File: src/rtl/uarch_pkg.sv
// Shared micro-architecture package: front-end widths, queue depth and the
// per-instruction entry type carried from fetch to decode.
package uarch_pkg;

   localparam int FETCH_WIDTH    = 2;
   localparam int PIPE_WIDTH     = 2;
   localparam int INST_BUF_DEPTH = 8;
   localparam int ADDR_BITS      = 32;
   localparam int INST_BITS      = 32;
   localparam int PC_STEP        = 4;

   typedef struct packed {
      logic [ADDR_BITS-1:0] pc;
      logic [INST_BITS-1:0] inst;
   } fetch_entry_t;

   function automatic int min_int(input int a, input int b);
      return (a < b) ? a : b;
   endfunction

endpackage

File: src/rtl/fetch_queue_if.sv
// Fetch-queue port bundle: enqueue packet from the I-cache return path,
// dequeue slots towards Decode, synchronous flush and occupancy.
interface fetch_queue_if #(
   parameter int FETCH_WIDTH = uarch_pkg::FETCH_WIDTH,
   parameter int PIPE_WIDTH  = uarch_pkg::PIPE_WIDTH,
   parameter int DEPTH       = uarch_pkg::INST_BUF_DEPTH,
   parameter int ADDR_BITS   = uarch_pkg::ADDR_BITS,
   parameter int INST_BITS   = uarch_pkg::INST_BITS
);

   localparam int TAKE_BITS  = $clog2(PIPE_WIDTH + 1);
   localparam int COUNT_BITS = $clog2(DEPTH + 1);

   logic                                  flush;
   logic                                  enq_val;
   logic                                  enq_rdy;
   logic [ADDR_BITS-1:0]                  enq_pc;
   logic [FETCH_WIDTH-1:0]                enq_mask;
   logic [FETCH_WIDTH-1:0][INST_BITS-1:0] enq_insts;
   logic [PIPE_WIDTH-1:0]                 deq_val;
   logic [PIPE_WIDTH-1:0][ADDR_BITS-1:0]  deq_pc;
   logic [PIPE_WIDTH-1:0][INST_BITS-1:0]  deq_inst;
   logic [TAKE_BITS-1:0]                  deq_take;
   logic [COUNT_BITS-1:0]                 count;

   // Fetch/decode side driving the queue.
   modport master (
      output flush, enq_val, enq_pc, enq_mask, enq_insts, deq_take,
      input  enq_rdy, deq_val, deq_pc, deq_inst, count
   );

   // The queue itself.
   modport slave (
      input  flush, enq_val, enq_pc, enq_mask, enq_insts, deq_take,
      output enq_rdy, deq_val, deq_pc, deq_inst, count
   );

endinterface

File: src/rtl/fetch_queue_lane_compactor.sv
// Lane compactor: turns a per-lane valid mask into the destination offset
// of each lane (exclusive prefix sum) and the number of valid lanes.
module lane_compactor #(
   parameter int FETCH_WIDTH = uarch_pkg::FETCH_WIDTH
) (
   input  logic [FETCH_WIDTH-1:0]                            mask,
   output logic [FETCH_WIDTH-1:0][$clog2(FETCH_WIDTH+1)-1:0] offset,
   output logic [$clog2(FETCH_WIDTH+1)-1:0]                  popcount
);

   localparam int OFF_W = $clog2(FETCH_WIDTH + 1);

   logic [FETCH_WIDTH:0][OFF_W-1:0] running;

   // Exclusive prefix sum over the mask; the final term is the popcount.
   always_comb begin
      // NOTE: every output of a combinational block gets a value on every
      // path, otherwise synthesis infers a latch to hold the old one.
      running[0] = '0;
      for (int i = 0; i < FETCH_WIDTH; i++) begin
         offset[i]    = running[i];
         running[i+1] = running[i] + OFF_W'(mask[i]);
      end
      popcount = running[FETCH_WIDTH];
   end

endmodule

File: src/rtl/fetch_queue.sv
// Instruction-granular fetch queue between the I-cache return path and
// Decode. Packets are compacted lane by lane into a circular buffer of
// {pc, inst} entries; Decode sees up to PIPE_WIDTH in-order slots and may
// consume any prefix of them.
// Optional feature: FETCH_QUEUE_BYPASS_EN -- when the queue is empty an
// enqueuing packet is presented to Decode in the same cycle.
module fetch_queue #(
   parameter int FETCH_WIDTH = uarch_pkg::FETCH_WIDTH,
   parameter int PIPE_WIDTH  = uarch_pkg::PIPE_WIDTH,
   parameter int DEPTH       = uarch_pkg::INST_BUF_DEPTH
) (
   input logic          clk,
   input logic          rst,
   fetch_queue_if.slave fq
);

   import uarch_pkg::*;

   localparam int IDX_W  = $clog2(DEPTH);
   localparam int PTR_W  = IDX_W + 1;
   localparam int CNT_W  = $clog2(DEPTH + 1);
   localparam int TAKE_W = $clog2(PIPE_WIDTH + 1);
   localparam int OFF_W  = $clog2(FETCH_WIDTH + 1);

   fetch_entry_t mem [DEPTH];

   logic [PTR_W-1:0]                   head;
   logic [PTR_W-1:0]                   tail;
   logic [CNT_W-1:0]                   cnt;

   logic [FETCH_WIDTH-1:0][OFF_W-1:0]  lane_off;
   logic [OFF_W-1:0]                   lane_pop;
   fetch_entry_t                       lane_entry [FETCH_WIDTH];

   logic                               rdy;
   logic                               fire;
   logic                               bypass;
   logic [OFF_W-1:0]                   enq_pop;
   logic [TAKE_W-1:0]                  avail;
   logic [TAKE_W-1:0]                  take;
   logic [TAKE_W-1:0]                  skip;
   fetch_entry_t                       slot_entry [PIPE_WIDTH];

   logic [FETCH_WIDTH-1:0]             wr_en;
   logic [IDX_W-1:0]                   wr_idx [FETCH_WIDTH];

   lane_compactor #(
      .FETCH_WIDTH (FETCH_WIDTH)
   ) u_lane_compactor (
      .mask     (fq.enq_mask),
      .offset   (lane_off),
      .popcount (lane_pop)
   );

   // Admission: space is judged on the registered count only, so a full
   // packet is refused even when its mask is sparse.
   assign rdy     = (DEPTH - int'(cnt) >= FETCH_WIDTH) && !fq.flush;
   assign fire    = fq.enq_val && rdy;
   assign enq_pop = fire ? lane_pop : '0;

   assign fq.enq_rdy = rdy;
   assign fq.count   = cnt;

   // Attach the sequential PC to every lane of the incoming packet.
   always_comb begin
      for (int i = 0; i < FETCH_WIDTH; i++) begin
         lane_entry[i].pc   = fq.enq_pc + ADDR_BITS'(PC_STEP * i);
         lane_entry[i].inst = fq.enq_insts[i];
      end
   end

`ifdef FETCH_QUEUE_BYPASS_EN
   fetch_entry_t comp_entry [PIPE_WIDTH];

   // An enqueue into an empty queue is forwarded straight to Decode.
   assign bypass = fire && (cnt == '0);

   // Compacted view of the incoming packet, one entry per Decode slot.
   always_comb begin
      for (int k = 0; k < PIPE_WIDTH; k++) begin
         comp_entry[k] = '0;
         for (int i = 0; i < FETCH_WIDTH; i++) begin
            if (fq.enq_mask[i] && int'(lane_off[i]) == k) begin
               comp_entry[k] = lane_entry[i];
            end
         end
      end
   end

   // Slots presented this cycle: the packet itself when bypassing, else storage.
   always_comb begin
      for (int j = 0; j < PIPE_WIDTH; j++) begin
         slot_entry[j] = bypass ? comp_entry[j] : mem[head[IDX_W-1:0] + IDX_W'(j)];
      end
   end

   // Number of visible slots, forced to zero while flushing.
   always_comb begin
      if (fq.flush) begin
         avail = '0;
      end else if (bypass) begin
         avail = TAKE_W'(min_int(int'(lane_pop), PIPE_WIDTH));
      end else begin
         avail = TAKE_W'(min_int(int'(cnt), PIPE_WIDTH));
      end
   end

   // Lanes consumed by Decode through the bypass are never written.
   assign skip = bypass ? take : '0;
`else
   assign bypass = 1'b0;
   assign skip   = '0;

   // Slots presented this cycle come from storage at head+j.
   always_comb begin
      for (int j = 0; j < PIPE_WIDTH; j++) begin
         slot_entry[j] = mem[head[IDX_W-1:0] + IDX_W'(j)];
      end
   end

   // Number of visible slots, forced to zero while flushing.
   always_comb begin
      if (fq.flush) begin
         avail = '0;
      end else begin
         avail = TAKE_W'(min_int(int'(cnt), PIPE_WIDTH));
      end
   end
`endif

   // Clamp an over-large deq_take to the slots actually shown.
   assign take = (fq.deq_take > avail) ? avail : fq.deq_take;

   // Drive the thermometer-valid slots; invalid slots read as zero.
   always_comb begin
      for (int j = 0; j < PIPE_WIDTH; j++) begin
         fq.deq_val[j]  = int'(avail) > j;
         fq.deq_pc[j]   = '0;
         fq.deq_inst[j] = '0;
         if (int'(avail) > j) begin
            fq.deq_pc[j]   = slot_entry[j].pc;
            fq.deq_inst[j] = slot_entry[j].inst;
         end
      end
   end

   // Per-lane write enable and compacted destination relative to the tail.
   always_comb begin
      for (int i = 0; i < FETCH_WIDTH; i++) begin
         wr_en[i]  = fire && fq.enq_mask[i] && (int'(lane_off[i]) >= int'(skip));
         wr_idx[i] = IDX_W'(int'(tail[IDX_W-1:0]) + int'(lane_off[i]) - int'(skip));
      end
   end

   // Entry storage write port.
   // NOTE: the storage array has no reset; head/tail/count alone define
   // which entries are live, so stale contents are never observed.
   always_ff @(posedge clk) begin
      for (int i = 0; i < FETCH_WIDTH; i++) begin
         if (wr_en[i]) begin
            mem[wr_idx[i]] <= lane_entry[i];
         end
      end
   end

   // Head, tail and occupancy; flush wins over enqueue and dequeue.
   always_ff @(posedge clk or posedge rst) begin
      // NOTE: sequential state uses non-blocking assignments so every
      // register samples pre-edge values regardless of statement order.
      if (rst) begin
         head <= '0;
         tail <= '0;
         cnt  <= '0;
      end else if (fq.flush) begin
         head <= '0;
         tail <= '0;
         cnt  <= '0;
      end else begin
         head <= head + PTR_W'(take) - PTR_W'(skip);
         tail <= tail + PTR_W'(enq_pop) - PTR_W'(skip);
         cnt  <= cnt + CNT_W'(enq_pop) - CNT_W'(take);
      end
   end

endmodule

File: src/flat_wrapper.sv
// flat-port wrapper written by rule: the top's interface ports become plain ports
module fetch_queue_flat import uarch_pkg::*;
#(
   parameter int FETCH_WIDTH = uarch_pkg::FETCH_WIDTH,
   parameter int PIPE_WIDTH  = uarch_pkg::PIPE_WIDTH,
   parameter int DEPTH       = uarch_pkg::INST_BUF_DEPTH
)
  (clk, rst, fq_flush, fq_enq_val, fq_enq_pc, fq_enq_mask, fq_enq_insts, fq_deq_take, fq_enq_rdy, fq_deq_val, fq_deq_pc, fq_deq_inst, fq_count);
  fetch_queue_if #(.FETCH_WIDTH(FETCH_WIDTH), .PIPE_WIDTH(PIPE_WIDTH), .DEPTH(DEPTH), .ADDR_BITS(ADDR_BITS), .INST_BITS(INST_BITS)) fq_i ();
  input logic clk;
  input logic rst;
  input wire logic [$bits(fq_i.flush)-1:0] fq_flush;
  input wire logic [$bits(fq_i.enq_val)-1:0] fq_enq_val;
  input wire logic [$bits(fq_i.enq_pc)-1:0] fq_enq_pc;
  input wire logic [$bits(fq_i.enq_mask)-1:0] fq_enq_mask;
  input wire logic [$bits(fq_i.enq_insts)-1:0] fq_enq_insts;
  input wire logic [$bits(fq_i.deq_take)-1:0] fq_deq_take;
  output wire logic [$bits(fq_i.enq_rdy)-1:0] fq_enq_rdy;
  output wire logic [$bits(fq_i.deq_val)-1:0] fq_deq_val;
  output wire logic [$bits(fq_i.deq_pc)-1:0] fq_deq_pc;
  output wire logic [$bits(fq_i.deq_inst)-1:0] fq_deq_inst;
  output wire logic [$bits(fq_i.count)-1:0] fq_count;
  assign fq_i.flush = fq_flush;
  assign fq_i.enq_val = fq_enq_val;
  assign fq_i.enq_pc = fq_enq_pc;
  assign fq_i.enq_mask = fq_enq_mask;
  assign fq_i.enq_insts = fq_enq_insts;
  assign fq_i.deq_take = fq_deq_take;
  assign fq_enq_rdy = fq_i.enq_rdy;
  assign fq_deq_val = fq_i.deq_val;
  assign fq_deq_pc = fq_i.deq_pc;
  assign fq_deq_inst = fq_i.deq_inst;
  assign fq_count = fq_i.count;
  fetch_queue #(.FETCH_WIDTH(FETCH_WIDTH), .PIPE_WIDTH(PIPE_WIDTH), .DEPTH(DEPTH)) u_core (.clk(clk), .rst(rst), .fq(fq_i));
endmodule
File: config.mk
export PLATFORM = sky130hd
export DESIGN_NAME = fetch_queue_flat
export DESIGN_NICKNAME = d
export VERILOG_FILES = /design/src/rtl/uarch_pkg.sv /design/src/rtl/fetch_queue_if.sv /design/src/rtl/fetch_queue_lane_compactor.sv /design/src/rtl/fetch_queue.sv /design/src/flat_wrapper.sv
export SDC_FILE = /design/constraint.sdc
export NUM_CORES = 1
export LEC_CHECK = 0
export CAP_MARGIN = 10
export CORE_MARGIN = 1.5
export CORE_UTILIZATION = 59
export DETAILED_ROUTE_END_ITERATION = 6
export DONT_BUFFER_PORTS = 1
export GPL_TIMING_DRIVEN = 0
export PLACE_DENSITY_LB_ADDON = 0.08
export SYNTH_ARGS = -nofsm -noshare
export SYNTH_HDL_FRONTEND = slang
export SYNTH_SLANG_ARGS = --single-unit
File: constraint.sdc
create_clock -name clk -period 9.5 [get_ports clk]
set_input_delay 2.375 -clock clk [delete_from_list [all_inputs] [get_ports clk]]
set_output_delay 2.375 -clock clk [all_outputs]
set_load 0.01 [all_outputs]
== Yosys cells after proc, flatten, opt, wreduce, memory -nomap -nowiden ==
Memory sizes are Yosys's and may differ from the RTL's.
Index checks and enable logic that the tools add are counted.
Widths: inputs -> output; s select.

* Bits in registers: 12
* Word-level logic and storage cells: 40
* Bits in writable memories: 512
* Input port bits: 104
* Memories kept: 1

{| class="wikitable"
|+ Memory list
! name !! depth !! width !! read ports !! clocked after memory_dff !! wr ports !! line !! source
|-
| u_core.mem || 8 || 64 || 2 || 0 || 2 || fetch_queue.sv:25 || <nowiki>fetch_entry_t mem [DEPTH];</nowiki>
|}

* Mux-type cells: 15
* Reduce and logical (&&, ||, !) cells: 6
* Magnitude comparators: 6
* Add/subtract/negate cells: 9

{| class="wikitable"
|+ Operators by type and width
! kind !! number
|-
| $mux 32 || 4
|-
| $add 32x3->32 const B || 1
|-
| $ge 32x3->1 const B || 1
|-
| $add 4x2->4 || 3
|-
| $mux 4 || 3
|-
| $mux 2 || 4
|-
| $logic_and 1x1->1 || 5
|-
| $sub 4x4->5 const A || 1
|-
| $gt 2x1->1 const B || 2
|-
| $lt 4x2->1 const B || 1
|-
| $mux 1 || 4
|-
| $sub 4x2->4 || 1
|-
| $add 3x1->3 || 1
|-
| $add 3x1->3 const B || 1
|-
| $add 1x1->2 || 1
|-
| $gt 2x2->1 || 1
|-
| $ge 1x1->1 const B || 1
|-
| $logic_not 1->1 || 1
|}

== Depth between registers and ports, before layout ==
Gate-level depths: netlist of run 1.

* Depth after elaboration: 8
* Mapped depth: 17
* Mapped depth without buffers: 15

== By module ==
From an unflattened synthesis of run 1, not the netlist that was laid out.

* Cells, all modules: 2808
* Area total of the unflattened synthesis: 31780.5 µm²

{| class="wikitable"
|+ By module, submodules not included
! module !! instances !! seq. area each (µm²) !! area each (µm²) !! cells each
|-
| fetch_queue || 1 || 15625.0 || 31734.2 || 2802
|-
| lane_compactor || 1 || 0.0 || 46.3 || 6
|}

== Worst setup path after synthesis of run 1 ==
Ideal clock, no wire load.

* Path type: input-to-reg
* Start point: input port fq_flush
* End point: memory u_core.mem[2][0] (netlist name), enable pin
* Arrival: 9380 ps
* Setup time: 661 ps
* Stages: 2
* Data required time: 8839 ps
* Path slack: -541 ps
* Path through: or3_1 o41ai_1

{| class="wikitable"
|+ RTL lines
! what !! line !! source
|-
| start: declaration || flat_wrapper.sv:12 || <nowiki>input wire logic [$bits(fq_i.flush)-1:0] fq_flush;</nowiki>
|-
| end: declaration || fetch_queue.sv:25 ||
|}

== Worst setup path in the final report of run 1 ==
* Start point: input port fq_flush
* End point: output port fq_deq_pc[50]

* Longest elaborated chain between the ends: 3

{| class="wikitable"
|+ RTL lines
! what !! line !! source
|-
| $mux 2 || fetch_queue.sv:123 || <nowiki>if (fq.flush) begin</nowiki>
|-
| $gt 2x1->1 || fetch_queue.sv:140 || <nowiki>if (int'(avail) > j) begin</nowiki>
|-
| $mux 32 || fetch_queue.sv:140 ||
|-
| end: declaration || flat_wrapper.sv:20 || <nowiki>output wire logic [$bits(fq_i.deq_pc)-1:0] fq_deq_pc;</nowiki>
|}

Every way passes these cells.

==> flow_summary.toml, run 1 <==
[placement]
dp_slack_ns = 2.96
io_buffers = 0
place_congestion = 0.894
placed_cell_area_mm2 = 0.0329
hpwl_um = 70200

[pwr]
p_leak_nw = 11.9
p_per_area_mw_per_mm2 = 242
ir_drop_uv = 168

[cts]
clockBufferDepth = 3
cts_root_buf = "clkbuf_16"
path_clk_slew_ns = 0.06
insertion_delay_ns = 0.62
cts.sinks = 522
cts_tree = "done"
cts.htree.levels = 2
postCtsHoldBufs = 0
numCtsBuffers = 56
ctsResizeCount = 0
postCtsSetupBuffers = 0

[critical_path]
cp_max_fo = 10
slowest_delay_ns = 0.72
worstPathCellList = "nand2b_1, clkbuf_1, clkbuf_1, a21oi_1"
cp.arrival_ns = 4.30
r2r_setup_slack_ns = 4.72
crit_path_start_kind = "input pin"
cp_slowest_cell = "clkbuf_1"
critical_path_required_ns = 7.13
path_buf_inv = 2
critical_path_class = "in -> out"
cpMostUsedCell = "clkbuf_1"
endpoint_kind = "primary output"
cp_top_family = "buffers and inverters"

[drt]
ant_nets = 0
drc_errors = 0
firstDrtPassIters = 6
wl_per_cell_um = 28.9
routed_via_density = 6.65
drt_iter0_drc = 3394
routed_wl_um = 104000
vias = 23785

[timing]
setup_tns_ns = 0
fin_skew_ns = 0.00816
drv_slew = 0
max_slew_margin = 0.184
hold_viol = 0
setup_ws_ns = 2.83
rsz0062_at_grt = "false"
timing.fmax_mhz = 150
fin_crit_sh = 0.702
finalCriticalPeriod_ns = 6.67
setup_viol = 0
tightest_slew_ns = 1.22

[hold_path]
hp-class = "reg -> reg"

[cells_and_area]
final_layout_size_suffix_gt1_frac = 0.151
final_cell_mix = "nand2_1 (999), edfxtp_1 (512), mux4_2 (256)"
synthToLayoutAreaGrowth_pct = 11.0
n_fill_cell = 3980
multi_input_area_mm2 = 0.0146
final_common_cell = "nand2_1"
register_area_mm2 = 0.0156
fin_nets = 2965
postLayoutCellArea_mm2 = 0.0347

[floorplan]
die_x_um = 233
start_util = 0.597
die_h_um = 233
die_area_mm2 = 0.0544
ios = 239
core_mm2 = 0.0524
rows = 84

[logic_synthesis]
synth_fp_nets = 2872
synth_ff_type = "edfxtp_1"
synth_area_mm2 = 0.0313
syn_area_per_cell_um2 = 11.4
seq_area_frac_synth = 0.499
synth_edf_count = 512
async_flop_share = 0.0192
synth-seq-cells = 522
ys_warn_count = 0
ys_types = 55
synthCells = 2746

[global_route]
grt_pass1_vias = 23255
grt_antenna_before_repair = 5
grt_pass1_wl_um = 148000
track_usage = 0.381
grt-ovfl-total = 0
grt_max_degree = 37

[run]
max_cap_viol_count = 0

[status]
status = "complete, no violations"
==> through the flow <==
step,utilization,hold WS (ns),total power (W),instances
after detailed placement,0.628,0.728,0.00627,3469
after global placement,0.613,0.689,0.00618,3434
after CTS,0.662,0.739,0.00837,3571
after global routing,0.662,0.775,0.00869,3576
after floorplan,-,0.612,0.00520,2746
final,0.662,0.738,0.00841,3576
==> power breakdown <==
part           internal, W  leakage (nW)  switching (W)
sequential         0.00263          4.75      0.0000528
combinational      0.00143          6.31        0.00215
clock              0.00122         0.872       0.000931
total              0.00528          11.9        0.00314
==> routing by layer <==
| metal | vias up | part of all wire | wire length, um | GRT usage |
|---|---|---|---|---|
| li1 | 9889 | - | - | - |
| met1 | 11810 | 0.35 | 36500 | 0.496 |
| met2 | 1767 | 0.48 | 49400 | 0.612 |
| met3 | 319 | 0.12 | 12700 | 0.0895 |
| met4 | 0 | 0.047 | 4820 | 0.171 |
| met5 | - | 0 | 0 | 0 |
==> worst paths after layout <==
kind                                          from               end  cells past startpoint
worst max-delay path                      fq_flush     fq_deq_pc[50]                      4
worst min-delay path                u_core.head[0]    u_core.head[0]                      2
worst max register to register  u_core.fq.count[1]  u_core.mem[3][0]                     12
worst min register to register      u_core.head[0]    u_core.head[0]                      2
max in group asynchronous                      rst    u_core.head[2]                      1
min in group asynchronous                      rst    u_core.tail[2]                      1
==> worst register-to-register path, cell delays in order (launching register included) <==
cell,delay [ns]
dfrtp_1,0.54
inv_1,0.16
ha_1,0.25
nor3b_1,0.09
a21oi_1,0.43
nor2_1,0.24
or3_1,0.55
inv_1,0.29
nand3_1,0.39
o31ai_4,0.87
buf_8,0.28
buf_8,0.20
buf_8,0.18
==> synth_stat cells (4+ instances only) <==
cell type	count	share of area
nand2_1	999	0.12
edfxtp_1	512	0.49
mux4_2	256	0.18
clkbuf_1	200	0.024
xnor2_1	159	0.045
nor2_1	127	0.015
a21oi_1	75	0.012
mux2i_1	64	0.020
xor2_1	53	0.015
buf_2	40	0.0064
buf_1	35	0.0042
mux2_1	32	0.012
o21ai_0	27	0.0043
inv_1	19	0.0023
ha_1	18	0.0072
nand3_1	14	0.0022
dfrtp_1	10	0.0080
and3_1	9	0.0018
nor4_1	9	0.0018
nand4_1	8	0.0016
and4_1	7	0.0020
nand2b_1	7	0.0014
nor3_1	6	0.00096
a21boi_1	5	0.0012
o21ai_1	5	0.00080
fa_1	4	0.0026
nor2b_1	4	0.00080
o31ai_1	4	0.00096
==> area by class of cell <==
| class | count | area share |
|---|---|---|
| antenna | 5 | 0.000360 |
| buffer | 278 | 0.0318 |
| clock buffer | 70 | 0.0445 |
| clock inverter | 32 | 0.00623 |
| inverter | 19 | 0.00205 |
| multi-input combinational | 1927 | 0.421 |
| sequential | 522 | 0.450 |
| tap | 688 | 0.0248 |
| timing repair buffer | 35 | 0.0194 |
==> flip-flops by register name, indices dropped and copies added (netlist names) <==
register,count
u_core.mem,512
u_core.fq.count,4
u_core.head,3
u_core.tail,3
==> logic make-up after synthesis <==
kind of cell               after synthesis  share of synthesized area
adders and majority gates               22                    0.00976
xor gates and xnor gates               212                     0.0593
and+or+nand+nor                       1209                      0.153
AOI/OAI and AO/OA                      131                     0.0246
buffers and inverters                  297                     0.0376
muxes                                  353                      0.217
DFF                                    522                      0.499
(Power assumes the default switching activity.)
==> run 2: changes to the inputs <==
==> constraint.sdc (replaced) <==
create_clock -name clk -period 6.1 [get_ports clk]
set_input_delay 1.525 -clock clk [delete_from_list [all_inputs] [get_ports clk]]
set_output_delay 1.525 -clock clk [all_outputs]
set_load 0.01 [all_outputs]
==> run 2 against run 1 <==
Net effect:
- the run now ends with DRC left
- worst hold slack got worse by 0.028 ns
- clock skew increased by 0.010 ns
- via count decreased by 0.46%
- critical endpoint is now fq_deq_pc[13]
- largest cell class unchanged
- cell count increased by 0.25%
==> flow_summary.toml, run 2 (synthesis results as in run 1) <==
[status]
status = "finished with violations"
failed_checks = "DRC"

[cts]
postCtsHoldBufs = 0
clockBufferDepth = 3
numCtsBuffers = 56
cts_root_buf = "clkbuf_16"
ctsResizeCount = 0
cts.htree.levels = 2
path_clk_slew_ns = 0.06
insertion_delay_ns = 0.62
cts_tree = "done"
cts.sinks = 522
postCtsSetupBuffers = 0

[global_route]
grt_antenna_before_repair = 6
track_usage = 0.383
grt_pass1_vias = 23482
grt_max_degree = 34
grt-ovfl-total = 0
grt_pass1_wl_um = 150000

[critical_path]
cp.arrival_ns = 4.19
critical_path_class = "reg -> out"
crit_path_start_kind = "flop"
r2r_cells = 12
critical_path_required_ns = 4.58
worstPathCellList = "clkbuf_1, buf_2, clkbuf_1, clkbuf_1, mux4_2, mux2i_1, nor2_1"
cp_slowest_cell = "clkbuf_1"
slowest_delay_ns = 0.79
cpMostUsedCell = "clkbuf_1"
cp_max_fo = 10
endpoint_kind = "primary output"

[placement]
hpwl_um = 70500
place_congestion = 0.911
io_buffers = 0

[hold_path]
min_path_cells = 2
hp-class = "reg -> reg"

[floorplan]
rows = 84
die_area_mm2 = 0.0544
ios = 239
start_util = 0.597
die_h_um = 233
die_x_um = 233
core_mm2 = 0.0524

[timing]
fin_skew_ns = 0.0184
setup_viol = 0
drv_slew = 0
hold_viol = 0
tightest_slew_ns = 1.37
hold_ws_ns = 0.710
timing.fmax_mhz = 175
setup_tns_ns = 0
fin_crit_sh = 0.936
rsz0062_at_grt = "false"
finalCriticalPeriod_ns = 5.71
max_slew_margin = 0.0869

[cells_and_area]
largest_register_ffs = 512
final_core_util = 0.663
final_common_cell = "nand2_1"
final_cell_mix = "nand2_1 (999), edfxtp_1 (512), mux4_2 (256)"
synthToLayoutAreaGrowth_pct = 11.1
fin_nets = 2970
final_layout_size_suffix_gt1_frac = 0.149

[drt]
drt_iter0_drc = 3290
routed_wl_um = 104000
ant_nets = 0
vias = 23676
routed_via_density = 6.60
firstDrtPassIters = 7
drc_errors = 1
wl_per_cell_um = 28.9

[pwr]
ir_drop_uv = 239
p_per_area_mw_per_mm2 = 377
p_leak_nw = 11.9

[run]
max_cap_viol_count = 0
run 2: path summary, 6_finish.rpt:
path	start	to	slack (ns)
max in group asynchronous	rst	u_core.head[2]	5.03
setup reg to reg	u_core.fq.count[1]	u_core.mem[7][10]	1.30
hold / removal	u_core.tail[0]	u_core.tail[0]	0.71
setup / recovery	u_core.head[0]	fq_deq_pc[13]	0.39
hold reg to reg	u_core.tail[0]	u_core.tail[0]	0.71
min in group asynchronous	rst	u_core.head[0]	0.77
run 2: where the power goes:
part	internal, W	total [W]	switching [W]
Sequential	0.00410	0.00418	0.0000799
Clock	0.00188	0.00334	0.00146
Combinational	0.00222	0.00559	0.00337
run 2: layout make-up:
type                            instances  area (um2)
Sequential cell                       522       15600
Multi-Input combinational cell       1927       14600
Clock buffer                           78        1510
Tap cell                              688         861
Timing Repair Buffer                   40         749
Clock inverter                         26         216
Inverter                               19        71.3
Buffer                                278        1100
Fill cell                            3981       17700
Antenna cell                            7        17.5
run 2: worst max-delay path: cells and delay by family (launching register included):
kind          cells  cell delay [ns]
buf+inv           4             2.13
mux               2             0.82
flops             1             0.44
simple gates      1             0.16
run 2: per-stage QoR:
stage                     instance area, um2  power [W]  setup WS (ns)  instances
final                                  34800     0.0131          0.389       3585
after global routing                   34800     0.0135          0.376       3584
after CTS                              34700     0.0130          0.524       3576
after detailed placement               33000    0.00976          0.929       3472
after global placement                 32200    0.00963          -7.04       3434
after floorplan                        31300    0.00810          -1.28       2746
run 2: layer usage:
layer,share of wire,vias up,GRT usage
met5,0,-,0
li1,-,9902,-
met1,0.36,11706,0.503
met4,0.048,0,0.183
met2,0.47,1725,0.606
met3,0.12,343,0.0897
